===== src/rtl/lane_pkg.sv =====
// Shared types and widths for the one-hot lane encoder.
package lane_pkg;

    localparam int LANE_W    = 5;
    localparam int NUM_LANES = 4;
    localparam int IDX_W     = 2;
    localparam int CNT_W     = 4;
    localparam int TXCNT_W   = 8;

    typedef enum logic [1:0] {IDLE, DRIVE, GAP} state_e;

    typedef logic [NUM_LANES-1:0][LANE_W-1:0] lanes_t;

    function automatic lanes_t onehot_lanes(input logic [IDX_W-1:0]  idx,
                                            input logic [LANE_W-1:0] data);
        lanes_t l;
        l      = '0;
        l[idx] = data;
        return l;
    endfunction

endpackage


===== src/rtl/lane_onehot_encoder_if.sv =====
// Request handshake carrying (lane index, payload) into the encoder.
interface lane_onehot_encoder_if;
    import lane_pkg::*;

    logic              in_valid;
    logic              in_ready;
    logic [IDX_W-1:0]  in_idx;
    logic [LANE_W-1:0] in_data;

    modport master (output in_valid, in_idx, in_data, input in_ready);
    modport slave  (input in_valid, in_idx, in_data, output in_ready);

endinterface


===== src/rtl/lane_hold_cnt.sv =====
// Loadable down-counter with zero flag; saturates at zero when not reloaded.
module lane_hold_cnt
    import lane_pkg::*;
(
    input  logic             clk,
    input  logic             rst_n,
    input  logic             load,
    input  logic [CNT_W-1:0] load_val,
    output logic             zero
);

    logic [CNT_W-1:0] cnt;

    always_ff @(posedge clk or negedge rst_n) begin
        if (!rst_n)          cnt <= '0;
        else if (load)       cnt <= load_val;
        else if (cnt != '0)  cnt <= cnt - 1'b1;
    end

    assign zero = (cnt == '0);

endmodule


===== src/rtl/lane_onehot_encoder.sv =====
// Drives one payload onto one of four lanes for HOLD_CYCLES, then a GAP_CYCLES idle gap.
// Optional build macro ZERO_GUARD_EN: zero payloads are consumed with an err pulse.
module lane_onehot_encoder
    import lane_pkg::*;
#(
    parameter int HOLD_CYCLES = 2,
    parameter int GAP_CYCLES  = 1
)(
    input  logic                clk,
    input  logic                rst_n,
    lane_onehot_encoder_if.slave req,
    output logic [LANE_W-1:0]   a0,
    output logic [LANE_W-1:0]   a1,
    output logic [LANE_W-1:0]   a2,
    output logic [LANE_W-1:0]   a3,
    output logic                busy,
    output logic                err,
    output logic [TXCNT_W-1:0]  tx_count
);

    localparam logic [CNT_W-1:0] HOLD_LOAD = CNT_W'(HOLD_CYCLES - 1);
    localparam logic [CNT_W-1:0] GAP_LOAD  = CNT_W'((GAP_CYCLES > 0) ? GAP_CYCLES - 1 : 0);

    state_e           state, state_nxt;
    lanes_t           lane_q, lane_d;
    logic             accept, zero_rej, frame_go, done;
    logic             cnt_load, cnt_zero;
    logic [CNT_W-1:0] cnt_val;

    assign accept = req.in_valid && req.in_ready;
`ifdef ZERO_GUARD_EN
    assign zero_rej = accept && (req.in_data == '0);
`else
    assign zero_rej = 1'b0;
`endif
    assign frame_go = accept && !zero_rej;
    assign done     = (state == DRIVE) && cnt_zero;

    // One counter serves both the hold and the gap phases.
    lane_hold_cnt u_hold_cnt (
        .clk      (clk),
        .rst_n    (rst_n),
        .load     (cnt_load),
        .load_val (cnt_val),
        .zero     (cnt_zero)
    );

    always_ff @(posedge clk or negedge rst_n) begin
        if (!rst_n) begin
            state <= IDLE;
            busy  <= 1'b0;
        end else begin
            state <= state_nxt;
            busy  <= (state_nxt != IDLE);
        end
    end

    always_comb begin
        state_nxt = state;
        case (state)
            IDLE:    if (frame_go) state_nxt = DRIVE;
            DRIVE:   if (cnt_zero) state_nxt = (GAP_CYCLES > 0) ? GAP : IDLE;
            GAP:     if (cnt_zero) state_nxt = IDLE;
            default: state_nxt = IDLE;
        endcase
    end

    assign req.in_ready = (state == IDLE);

    always_comb begin
        cnt_load = 1'b0;
        cnt_val  = HOLD_LOAD;
        lane_d   = '0;
        if (frame_go) begin
            cnt_load = 1'b1;
            lane_d   = onehot_lanes(req.in_idx, req.in_data);
        end else if ((state == DRIVE) && !cnt_zero) begin
            lane_d   = lane_q;
        end else if (done && (GAP_CYCLES > 0)) begin
            cnt_load = 1'b1;
            cnt_val  = GAP_LOAD;
        end
    end

    // Lane register doubles as the latch for the accepted index/payload.
    always_ff @(posedge clk or negedge rst_n) begin
        if (!rst_n) begin
            lane_q   <= '0;
            tx_count <= '0;
        end else begin
            lane_q <= lane_d;
            if (done) tx_count <= tx_count + 1'b1;
        end
    end

`ifdef ZERO_GUARD_EN
    logic err_q;
    always_ff @(posedge clk or negedge rst_n) begin
        if (!rst_n) err_q <= 1'b0;
        else        err_q <= zero_rej;
    end
    assign err = err_q;
`else
    assign err = 1'b0;
`endif

    assign a0 = lane_q[0];
    assign a1 = lane_q[1];
    assign a2 = lane_q[2];
    assign a3 = lane_q[3];

endmodule


===== src/flat_wrapper.sv =====
// flat-port wrapper written by rule: the top's interface ports become plain ports
module lane_onehot_encoder_flat import lane_pkg::*;
#(
    parameter int HOLD_CYCLES = 2,
    parameter int GAP_CYCLES  = 1
)
  (clk, rst_n, a0, a1, a2, a3, busy, err, tx_count, req_in_valid, req_in_idx, req_in_data, req_in_ready);
  lane_onehot_encoder_if req_i ();
  input  logic clk;
  input  logic rst_n;
  output logic [LANE_W-1:0] a0;
  output logic [LANE_W-1:0] a1;
  output logic [LANE_W-1:0] a2;
  output logic [LANE_W-1:0] a3;
  output logic busy;
  output logic err;
  output logic [TXCNT_W-1:0] tx_count;
  input wire logic [$bits(req_i.in_valid)-1:0] req_in_valid;
  input wire logic [$bits(req_i.in_idx)-1:0] req_in_idx;
  input wire logic [$bits(req_i.in_data)-1:0] req_in_data;
  output wire logic [$bits(req_i.in_ready)-1:0] req_in_ready;
  assign req_i.in_valid = req_in_valid;
  assign req_i.in_idx = req_in_idx;
  assign req_i.in_data = req_in_data;
  assign req_in_ready = req_i.in_ready;
  lane_onehot_encoder #(.HOLD_CYCLES(HOLD_CYCLES), .GAP_CYCLES(GAP_CYCLES)) u_core (.clk(clk), .rst_n(rst_n), .req(req_i), .a0(a0), .a1(a1), .a2(a2), .a3(a3), .busy(busy), .err(err), .tx_count(tx_count));
endmodule

===== config.mk =====
export PLATFORM = sky130hd
export DESIGN_NAME = lane_onehot_encoder_flat
export DESIGN_NICKNAME = d
export VERILOG_FILES = /design/src/rtl/lane_pkg.sv /design/src/rtl/lane_onehot_encoder_if.sv /design/src/rtl/lane_hold_cnt.sv /design/src/rtl/lane_onehot_encoder.sv /design/src/flat_wrapper.sv
export SDC_FILE = /design/constraint.sdc
export NUM_CORES = 1
export LEC_CHECK = 0
export CORE_MARGIN = 2
export CORE_UTILIZATION = 50
export CTS_CLUSTER_SIZE = 10
export DETAILED_ROUTE_END_ITERATION = 16
export PLACE_DENSITY_LB_ADDON = 0.12
export SETUP_SLACK_MARGIN = 0.15
export SKIP_CTS_REPAIR_TIMING = 1
export SLEW_MARGIN = 10
export SYNTH_ARGS = -nofsm -noshare
export SYNTH_HDL_FRONTEND = slang
export SYNTH_SLANG_ARGS = --single-unit
export TNS_END_PERCENT = 100

===== constraint.sdc =====
create_clock -name clk -period 4.64 [get_ports clk]
set_input_delay 0.696 -clock clk [delete_from_list [all_inputs] [get_ports clk]]
set_output_delay 0.696 -clock clk [all_outputs]
set_load 0.05 [all_outputs]

==> results of run 1 <==
cells in the final DEF, fill, tap and decap left out, types with 2 or more instances in the layout:
cell type and n:
nand2_1 6, nor2_1 4, ha_1 2, clkbuf_4 5
dfrtp_1 35, nor4_2 2, xor2_1 5, nand3b_1 2
nor3_1 5, clkdlybuf4s50_1 39, nand3_1 3, inv_1 2
a22o_1 20, or3b_1 2, nor3b_4 2, xnor2_1 4
how the worst min path moves through the flow:
stage	from	endpoint	depth (start not counted)
2_1_floorplan	rst_n	u_core.a0[0]$_DFFE_PN0P_	0
3_3_place_gp	u_core.tx_count[7]$_DFFE_PN0P_	u_core.tx_count[7]$_DFFE_PN0P_	1
3_5_place_dp	u_core.tx_count[7]$_DFFE_PN0P_	u_core.tx_count[7]$_DFFE_PN0P_	1
4_1_cts	u_core.tx_count[7]$_DFFE_PN0P_	u_core.tx_count[7]$_DFFE_PN0P_	1
5_1_grt	u_core.tx_count[7]$_DFFE_PN0P_	u_core.tx_count[7]$_DFFE_PN0P_	1
6_report	u_core.tx_count[7]$_DFFE_PN0P_	u_core.tx_count[7]$_DFFE_PN0P_	1
sequential cells by signal, indices dropped and copies added, names as in the netlist:
signal,cells
u_core.tx_count,8
u_core.a0,5
u_core.a1,5
u_core.a2,5
u_core.a3,5
u_core.u_hold_cnt.cnt,4
u_core.state,2
u_core.busy,1
cells by family after synthesis:
kind of cell | count (synthesis) | synth area share
AO/OA/AOI/OAI | 23 | 0.131
XOR/XNOR | 9 | 0.0536
adder cells (fa/ha/maj) | 2 | 0.0170
buffers and inverters | 7 | 0.0264
flip-flops | 35 | 0.595
multiplexers | 2 | 0.0145
other | 1 | 0.00255
AND/OR/NAND/NOR | 34 | 0.160
metal layers:
| metal | routed length [um] | GRT usage | vias to the layer above |
|---|---|---|---|
| met4 | 51 | 0.0764 | 0 |
| met2 | 1350 | 0.294 | 35 |
| met3 | 202 | 0.0692 | 6 |
| met1 | 1350 | 0.276 | 515 |
| li1 | - | - | 492 |
| met5 | 0 | 0 | - |
critical path, stage by stage, from the launching register on:
cell and delay, ns:
dfrtp_1 0.44, nor2_1 0.12, clkdlybuf4s50_1 0.80
through the flow:
stage	hold slack [ns]	utilization	cells	total power [mW]	cell area [um2]
finish	0.471	0.704	187	1.18	1960
global route	0.488	0.704	187	1.24	1960
CTS	0.480	0.704	187	1.19	1960
detailed placement	0.463	0.675	179	0.962	1880
global placement	0.461	0.675	179	0.949	1880
floorplan	0.400	-	113	0.812	1470
synth_stat cells, types with 2 or more instances:
library cell	number	area [um2]
a22o_1	20	175
clkbuf_1	2	7.51
dfrtp_1	35	876
ha_1	2	25.0
inv_1	2	7.51
nand2_1	6	22.5
nand3_1	3	15.0
nand3b_1	2	15.0
nor2_1	4	15.0
nor3_1	5	25.0
nor3b_4	2	37.5
nor4_2	2	25.0
or3b_1	2	17.5
xnor2_1	4	35.0
xor2_1	5	43.8
power by group through the flow:
stage | Clock (mW) | Sequential, mW | Combinational (mW)
2_1_floorplan | 0 | 0.581 | 0.231
3_3_place_gp | 0 | 0.433 | 0.516
3_5_place_dp | 0 | 0.437 | 0.525
4_1_cts | 0.228 | 0.431 | 0.530
5_1_grt | 0.241 | 0.442 | 0.561
6_report | 0.221 | 0.430 | 0.527
layout make-up:
type | instances | share of cell area
Clock buffer | 5 | 0.0192
Clock inverter | 3 | 0.0224
Inverter | 2 | 0.00383
Multi-Input combinational cell | 71 | 0.284
Sequential cell | 35 | 0.447
Tap cell | 31 | 0.0198
Timing Repair Buffer | 40 | 0.203
==> metrics, run 1 <==
outcome=completed; TritonCTS Buffers=5; LEAKAGE=0.895 nW; clock latency on the worst-skew pair=0.34 ns; maxcap violations=0; via count=between 1000 and 1500; Multi-input gate area=557 um2; routed wire length per instance=about 16 um; Max Buffers Root-to-Sink=2; # diodes=0; minimum clock period=approximately 2.4 ns; GP Congestion=roughly 0.74; Reg clk slew, reported paths=0.11 ns; gr usage total=0.200; fmax=about 420 MHz; Syn-to-layout area delta=33.1%; power per cell area=approximately 600 nW/um2; share of cells above drive strength 1=0.103; CTS tree=built; fin. max-slew vios=0; Final HPWL DP=around 2100 um; clock sinks=35; Die Wd=58.2 um; syn_nets=125; Reg area=just under 900 um2; DRC violation count after routing=0; number of detailed-route iterations in the first pass=4; DRT iter0 DRCs=26; Setup TNS=0 ns; num rows=19; DRT antenna net count=0; crit path max fanout=7; Starting Density=0.529; net switching power figure=about 510 uW; R2R depth=5; asr flop ratio synth=1.00; Worst Setup EP=req_in_ready; Yosys reg bits=35; Synth Instances=about 110; final setup fails=0; slew of the pin with the lowest slew margin=approximately 1.2 ns; maximum vdd drop=between 0.4 and 0.5 mV; H-tree lvl count=2; Seq pwr share=0.365; vias in the first global route=1045; Final Hold Vio Count=0; final worst setup slack=about 2.2 ns; kind of critical path=flop to output pin; GR Overflow Total=0; CP Capture Type=output pin; worst rel slew slack=0.168; dominant synthesized flop cell=dfrtp_1; yosys warns=0; Ports=41; FF-to-FF Start=u_core.u_hold_cnt.cnt[0]$_DFFE_PN0P_; startpoint types=flop; root buf cell=clkbuf_4; Worst EP arrival=1.70 ns; Hold Crit Class=flop to flop; number of filler cells placed in the layout=226; Reg-to-Reg End=u_core.a2[0]$_DFFE_PN0P_; # port buffers=39; routed wire length=approximately 3000 um; Net Sw Frac=0.432; initial antenna violation count=0; Synth Area per Inst=13.0 um2; first-pass GRT wire length=4970 um; Die Span Y=between 50 and 60 um; Core Box Area=between 2000 and 3000 um2; final net count=~170; Clock Skews=0.00980 ns; count of cell types in the netlist=32; DP Worst Slack=~2.3 ns; die area=~3400 um2; Worst Setup SP=u_core.state[1]$_DFF_PN0_; Post-synth EDFFs=0; combinational share of power=0.447; Clock Power Share=0.188; Vias/cell=around 5.6; sequential area share after synthesis=0.595; Internal=roughly 670 uW; Reg2Reg Setup Slack=about 2.4 ns; RSZ-0062 raised after global routing=false; Mapped Area=1470 um2; Worst Path Required=about 4 ns; period utilization=0.516; pin count of the biggest net entering global routing=36
(Power assumes the default switching activity.)
==> run 2, diff against run 1 <==
CORE_UTILIZATION = 42   (was 50)
clock period = 2.2 ns   (was 4.64 ns; I/O delays follow)
==> run 2 against run 1 <==
  * Clock skew fell by 0.0040 ns
  * Global-route usage fell by 2.7 points
  * Non-clock buffer count rose by 2
  * First-iteration DRC count rose by 46%
  * Critical path type unchanged
==> metrics, run 2 (same netlist as run 1, synthesis figures left out) <==
vias in the first global route=1062 (was 1045); Setup TNS=0 ns (unchanged); critical path depth=1 (was 2); root buf cell=clkbuf_4 (unchanged); delay-heaviest family, CP=buffers and inverters (unchanged); net switching power figure=1.06 mW (was 509 uW); Syn-to-layout area delta=34.0% (was 33.1%); GP Congestion=0.795 (was 0.738); Core Box Area=3360 um2 (was 2780 um2); combinational share of power=0.474 (was 0.447); period utilization=0.877; slew of the pin with the lowest slew margin=0.729 ns (was 1.24 ns); worst path bufs/invs=1 (unchanged); Die Span Y=63.2 um (was 58.2 um); die area=3990 um2 (was 3390 um2); Worst Path Required=1.87 ns (was 3.94 ns); clock latency on the worst-skew pair=0.34 ns (about the same); most frequent cells in the layout=38 x clkdlybuf4s50_1, 35 x dfrtp_1, 20 x a22o_1 (was 39 x clkdlybuf4s50_1, 35 x dfrtp_1, 20 x a22o_1); clock sinks=35 (unchanged); final hold slack=0.393 ns (was 0.471 ns); Total Power=2.40 mW (was 1.18 mW); Final Hold Vio Count=0 (unchanged); fin. max-slew vios=0 (unchanged); DRT iter0 DRCs=38 (was 26); Ports=41 (unchanged); DRT antenna net count=0 (unchanged); TritonCTS Buffers=5 (unchanged); kind of critical path=flop to output pin (unchanged); Final HPWL DP=2200 um (was 2140 um); Hold Crit Class=input pin to async pin (was flop to flop); final net count=169 (was 167); maximum vdd drop=0.693 mV (was 0.495 mV); number of flip-flops under the largest register name=8 (unchanged); pin count of the biggest net entering global routing=36 (unchanged); Clock Power Share=0.146 (was 0.188); share of cells above drive strength 1=0.115 (was 0.103); Clock Skews=0.00579 ns (was 0.00980 ns); fmax=518 MHz; via count=1071 (was 1048); RSZ-0062 raised after global routing=false (unchanged); Net Sw Frac=0.442 (was 0.432); CP Capture Type=output pin (unchanged); Cell Chain, Critical Path=clkdlybuf4s50_1 (was nor2_1 -> clkdlybuf4s50_1); outcome=completed (unchanged); Starting Density=0.437 (was 0.529); gr usage total=0.174 (was 0.200); DRC violation count after routing=0 (unchanged); maxcap violations=0 (unchanged); GR Overflow Total=0 (unchanged); Seq pwr share=0.381 (was 0.365); H-tree lvl count=2 (unchanged); Internal=1.34 mW (was 670 uW); Reg clk slew, reported paths=0.10 ns (was 0.11 ns); power per cell area=1220 nW/um2 (was 602 nW/um2); startpoint types=flop (unchanged); most flop-heavy register=u_core.tx_count (unchanged); Die Wd=63.2 um (was 58.2 um); R2R depth=5 (unchanged); routed wire length per instance=14.9 um (was 15.8 um); number of detailed-route iterations in the first pass=4 (unchanged); # diodes=0 (unchanged); Vias/cell=5.28 (was 5.60); CTS tree=built (unchanged); minimum clock period=just under 2 ns; final setup fails=0 (unchanged); commonest non-fill, non-tap cell in the layout=clkdlybuf4s50_1 (unchanged); worst rel slew slack=0.513 (was 0.168); first-pass GRT wire length=5230 um (was 4970 um); Core Util, Final=0.586 (was 0.704); crit path max fanout=5 (was 7); # port buffers=39 (unchanged); DP Worst Slack=0.0606 ns (was 2.31 ns); Max Buffers Root-to-Sink=2 (unchanged); final worst setup slack=0.270 ns (was 2.25 ns); initial antenna violation count=0 (unchanged); num rows=21 (was 19); CP max-delay cell=clkdlybuf4s50_1 (unchanged); routed wire length=3030 um (was 2960 um); LEAKAGE=0.905 nW (was 0.895 nW); Worst EP arrival=1.60 ns (was 1.70 ns); CP peak stage delay=0.83 ns (was 0.80 ns)
==> run 2: cell types whose count changed in the layout (fill, tap and decap cells not counted) <==
cell             before  now
clkinv_4              1    0
clkdlybuf4s50_1      39   38
clkbuf_8              0    1
nor2_2                0    1
nor2_1                4    3
buf_4                 1    3
dlymetal6s2s_1        0    1
bufinv_16             1    0
==> run 2: power groups by stage <==
| stage | registers [mW] | logic, mW | clock network, mW |
|---|---|---|---|
| 6_report | 0.914 | 1.14 | 0.349 |
| 5_1_grt | 0.939 | 1.22 | 0.393 |
| 4_1_cts | 0.914 | 1.15 | 0.363 |
| 3_5_place_dp | 0.926 | 1.14 | 0 |
| 3_3_place_gp | 0.915 | 1.12 | 0 |
| 2_1_floorplan | 1.23 | 0.487 | 0 |
==> run 2: final timing paths <==
kind,endpoint,from,slack (ns)
worst min register to register,u_core.tx_count[7]$_DFFE_PN0P_,u_core.tx_count[7]$_DFFE_PN0P_,0.48
min in group clk,u_core.tx_count[7]$_DFFE_PN0P_,u_core.tx_count[7]$_DFFE_PN0P_,0.48
worst max register to register,u_core.tx_count[7]$_DFFE_PN0P_,u_core.u_hold_cnt.cnt[0]$_DFFE_PN0P_,0.38
worst min-delay path,u_core.tx_count[4]$_DFFE_PN0P_,rst_n,0.39
max in group asynchronous,u_core.u_hold_cnt.cnt[3]$_DFFE_PN0P_,rst_n,1.50
worst max-delay path,tx_count[0],u_core.tx_count[0]$_DFFE_PN0P_,0.27
==> run 2: stage by stage <==
step	cells	instance area [um2]
finish	203	1970
global route	203	1970
CTS	203	1970
detailed placement	196	1910
global placement	196	1910
floorplan	113	1470
==> run 2: routing by layer <==
| layer | vias up | routed length (um) | GRT usage |
|---|---|---|---|
| li1 | 499 | - | - |
| met4 | 0 | 69 | 0.0734 |
| met3 | 10 | 154 | 0.0643 |
| met1 | 527 | 1390 | 0.239 |
| met5 | - | 0 | 0 |
| met2 | 35 | 1420 | 0.247 |
==> run 2: area by class of cell <==
type	instances	area [um2]
fillers	298	1390
clock inverters	1	5.00
clock buffers	6	51.3
well taps	46	57.6
flip-flops and latches	35	876
inverters	2	7.51
multi-input cells	71	559
repair buffers	42	415
==> run 3, diff against run 2 <==
SETUP_SLACK_MARGIN = 0.4   (was 0.15)
==> run 3 against run 2 <==
  * Final area rose by 4.9%
  * Non-clock buffer count unchanged
  * Highest routed layer unchanged
  * Clock skew grew 0.0011 ns
  * Largest power group unchanged
  * Largest cell class unchanged
==> metrics, run 3 (same netlist as run 1, synthesis figures left out) <==
outcome=completed (unchanged); GP Congestion=0.795 (unchanged); CTS tree=built (unchanged); H-tree lvl count=2 (unchanged); worst rel slew slack=0.651 (was 0.513); met3 Use GR=0.0643 (unchanged); Vias/cell=5.28 (about the same); Die Span Y=63.2 um (unchanged); number of filler cells placed in the layout=287 (was 298); Multi-input gate area=584 um2 (was 559 um2); Total Power=2.43 mW (was 2.40 mW); number of detailed-route iterations in the first pass=4 (unchanged); LEAKAGE=1.42 nW (was 0.905 nW); routed wire length per instance=15.6 um (was 14.9 um); maximum vdd drop=0.695 mV (was 0.693 mV); clock sinks=35 (unchanged); # port buffers=39 (unchanged); Clock Skews=0.00684 ns (was 0.00579 ns); Final HPWL DP=2200 um (unchanged); maxcap violations=0 (unchanged); Max Buffers Root-to-Sink=2 (unchanged); final setup fails=0 (unchanged); DRT iter0 DRCs=39 (was 38); FF-to-FF Start=u_core.u_hold_cnt.cnt[0]$_DFFE_PN0P_ (unchanged); startpoint types=flop (unchanged); first-pass GRT wire length=5230 um (unchanged); initial antenna violation count=0 (unchanged); minimum clock period=1.73 ns (was 1.93 ns); Worst EP arrival=2.00 ns (was 1.60 ns); commonest non-fill, non-tap cell in the layout=dfrtp_1 (was clkdlybuf4s50_1); kind of critical path=flop to flop (was flop to output pin); via count=1072 (was 1071); most used routing layer=met2 (unchanged); met2 usage=0.247 (unchanged); Die Wd=63.2 um (unchanged); final hold slack=0.390 ns (was 0.393 ns); num rows=21 (unchanged); most frequent cells in the layout=35 x dfrtp_1, 30 x dlymetal6s2s_1, 20 x a22o_1 (was 38 x clkdlybuf4s50_1, 35 x dfrtp_1, 20 x a22o_1); Setup TNS=0 ns (unchanged); TritonCTS Buffers=5 (unchanged); clock latency on the worst-skew pair=0.34 ns (about the same); Ports=41 (unchanged); Worst Setup SP=u_core.u_hold_cnt.cnt[0]$_DFFE_PN0P_ (was u_core.tx_count[0]$_DFFE_PN0P_); final net count=169 (unchanged); DRC violation count after routing=0 (unchanged); Final Hold Vio Count=0 (unchanged); Hold Crit Class=input pin to async pin (unchanged); Starting Density=0.437 (unchanged); fin. max-slew vios=0 (unchanged); most flop-heavy register=u_core.tx_count (unchanged); slew of the pin with the lowest slew margin=0.523 ns (was 0.729 ns); gr usage total=0.174 (unchanged); fmax=578 MHz (was 518 MHz); GR Util met1=0.239 (unchanged); root buf cell=clkbuf_4 (unchanged); CP Capture Type=flop (was output pin); Worst Path Required=2.47 ns (was 1.87 ns); Reg clk slew, reported paths=0.10 ns (about the same); Core Box Area=3360 um2 (unchanged); CP max-delay cell=or3b_4 (was clkdlybuf4s50_1); CP peak stage delay=0.47 ns (was 0.83 ns); crit path max fanout=7 (was 5); routed wire length=3170 um (was 3030 um); Core Util, Final=0.615 (was 0.586); Reg area=876 um2 (unchanged); vias in the first global route=1062 (unchanged); period utilization=0.786 (was 0.877); power per cell area=1170 nW/um2 (was 1220 nW/um2); pin count of the biggest net entering global routing=36 (unchanged); die area=3990 um2 (unchanged); DRT antenna net count=0 (unchanged); GR Overflow Total=0 (unchanged); Syn-to-layout area delta=40.6% (was 34.0%); # diodes=0 (unchanged); RSZ-0062 raised after global routing=true (was false); Cell Chain, Critical Path=inv_1 -> ha_1 -> or3b_4 -> nor4_4 -> xor2_1 (was clkdlybuf4s50_1); number of flip-flops under the largest register name=8 (unchanged); share of cells above drive strength 1=0.121 (was 0.115)
-- run 3: cell types whose count changed in the layout (fill, tap and decap cells not counted), sizes merged --
cell	change
dlymetal6s2s	+29
clkdlybuf4s50	-29
-- run 3: report_power, final --
part / switching, mW / internal (mW) / total, mW
sequential: 0.128 / 0.785 / 0.913
combinational: 0.754 / 0.412 / 1.17
clock: 0.204 / 0.148 / 0.351
total: 1.09 / 1.34 / 2.43
-- run 3: worst paths after layout --
| check | endpoint | slack [ns] | depth (start not counted) |
|---|---|---|---|
| max in group asynchronous | u_core.u_hold_cnt.cnt[1]$_DFFE_PN0P_ | 1.50 | 2 |
| min in group clk | u_core.tx_count[7]$_DFFE_PN0P_ | 0.47 | 1 |
| hold / removal | u_core.tx_count[5]$_DFFE_PN0P_ | 0.39 | 2 |
| hold reg to reg | u_core.tx_count[7]$_DFFE_PN0P_ | 0.47 | 1 |
| setup reg to reg | u_core.tx_count[7]$_DFFE_PN0P_ | 0.47 | 5 |
| setup / recovery | u_core.tx_count[7]$_DFFE_PN0P_ | 0.47 | 5 |
-- run 3: final cells by class --
class	count	area share
sequential	35	0.423
tap	46	0.0278
inverter	2	0.00363
clock inverter	1	0.00242
multi-input combinational	71	0.282
timing repair buffer	42	0.236
clock buffer	6	0.0248
-- run 3: routing by layer --
layer | wire [um] | share of wire
met5 | 0 | 0
met4 | 60 | 0.019
met3 | 177 | 0.056
met2 | 1500 | 0.47
met1 | 1430 | 0.45
-- run 3: through the flow --
step | instances | setup slack (ns) | cell area, um2
2_1_floorplan | 113 | 0.569 | 1470
3_3_place_gp | 196 | 0.189 | 1910
3_5_place_dp | 196 | 0.0606 | 1910
4_1_cts | 203 | 0.0581 | 1970
5_1_grt | 203 | 0.370 | 2070
6_report | 203 | 0.471 | 2070
-- run 3: critical path: cells and delay by family (launching register included) --
family	cells	cell delay [ns]
xor+xnor	1	0.16
fa+ha+maj	1	0.22
buf+inv	1	0.09
flops	1	0.40
simple gates	2	0.79
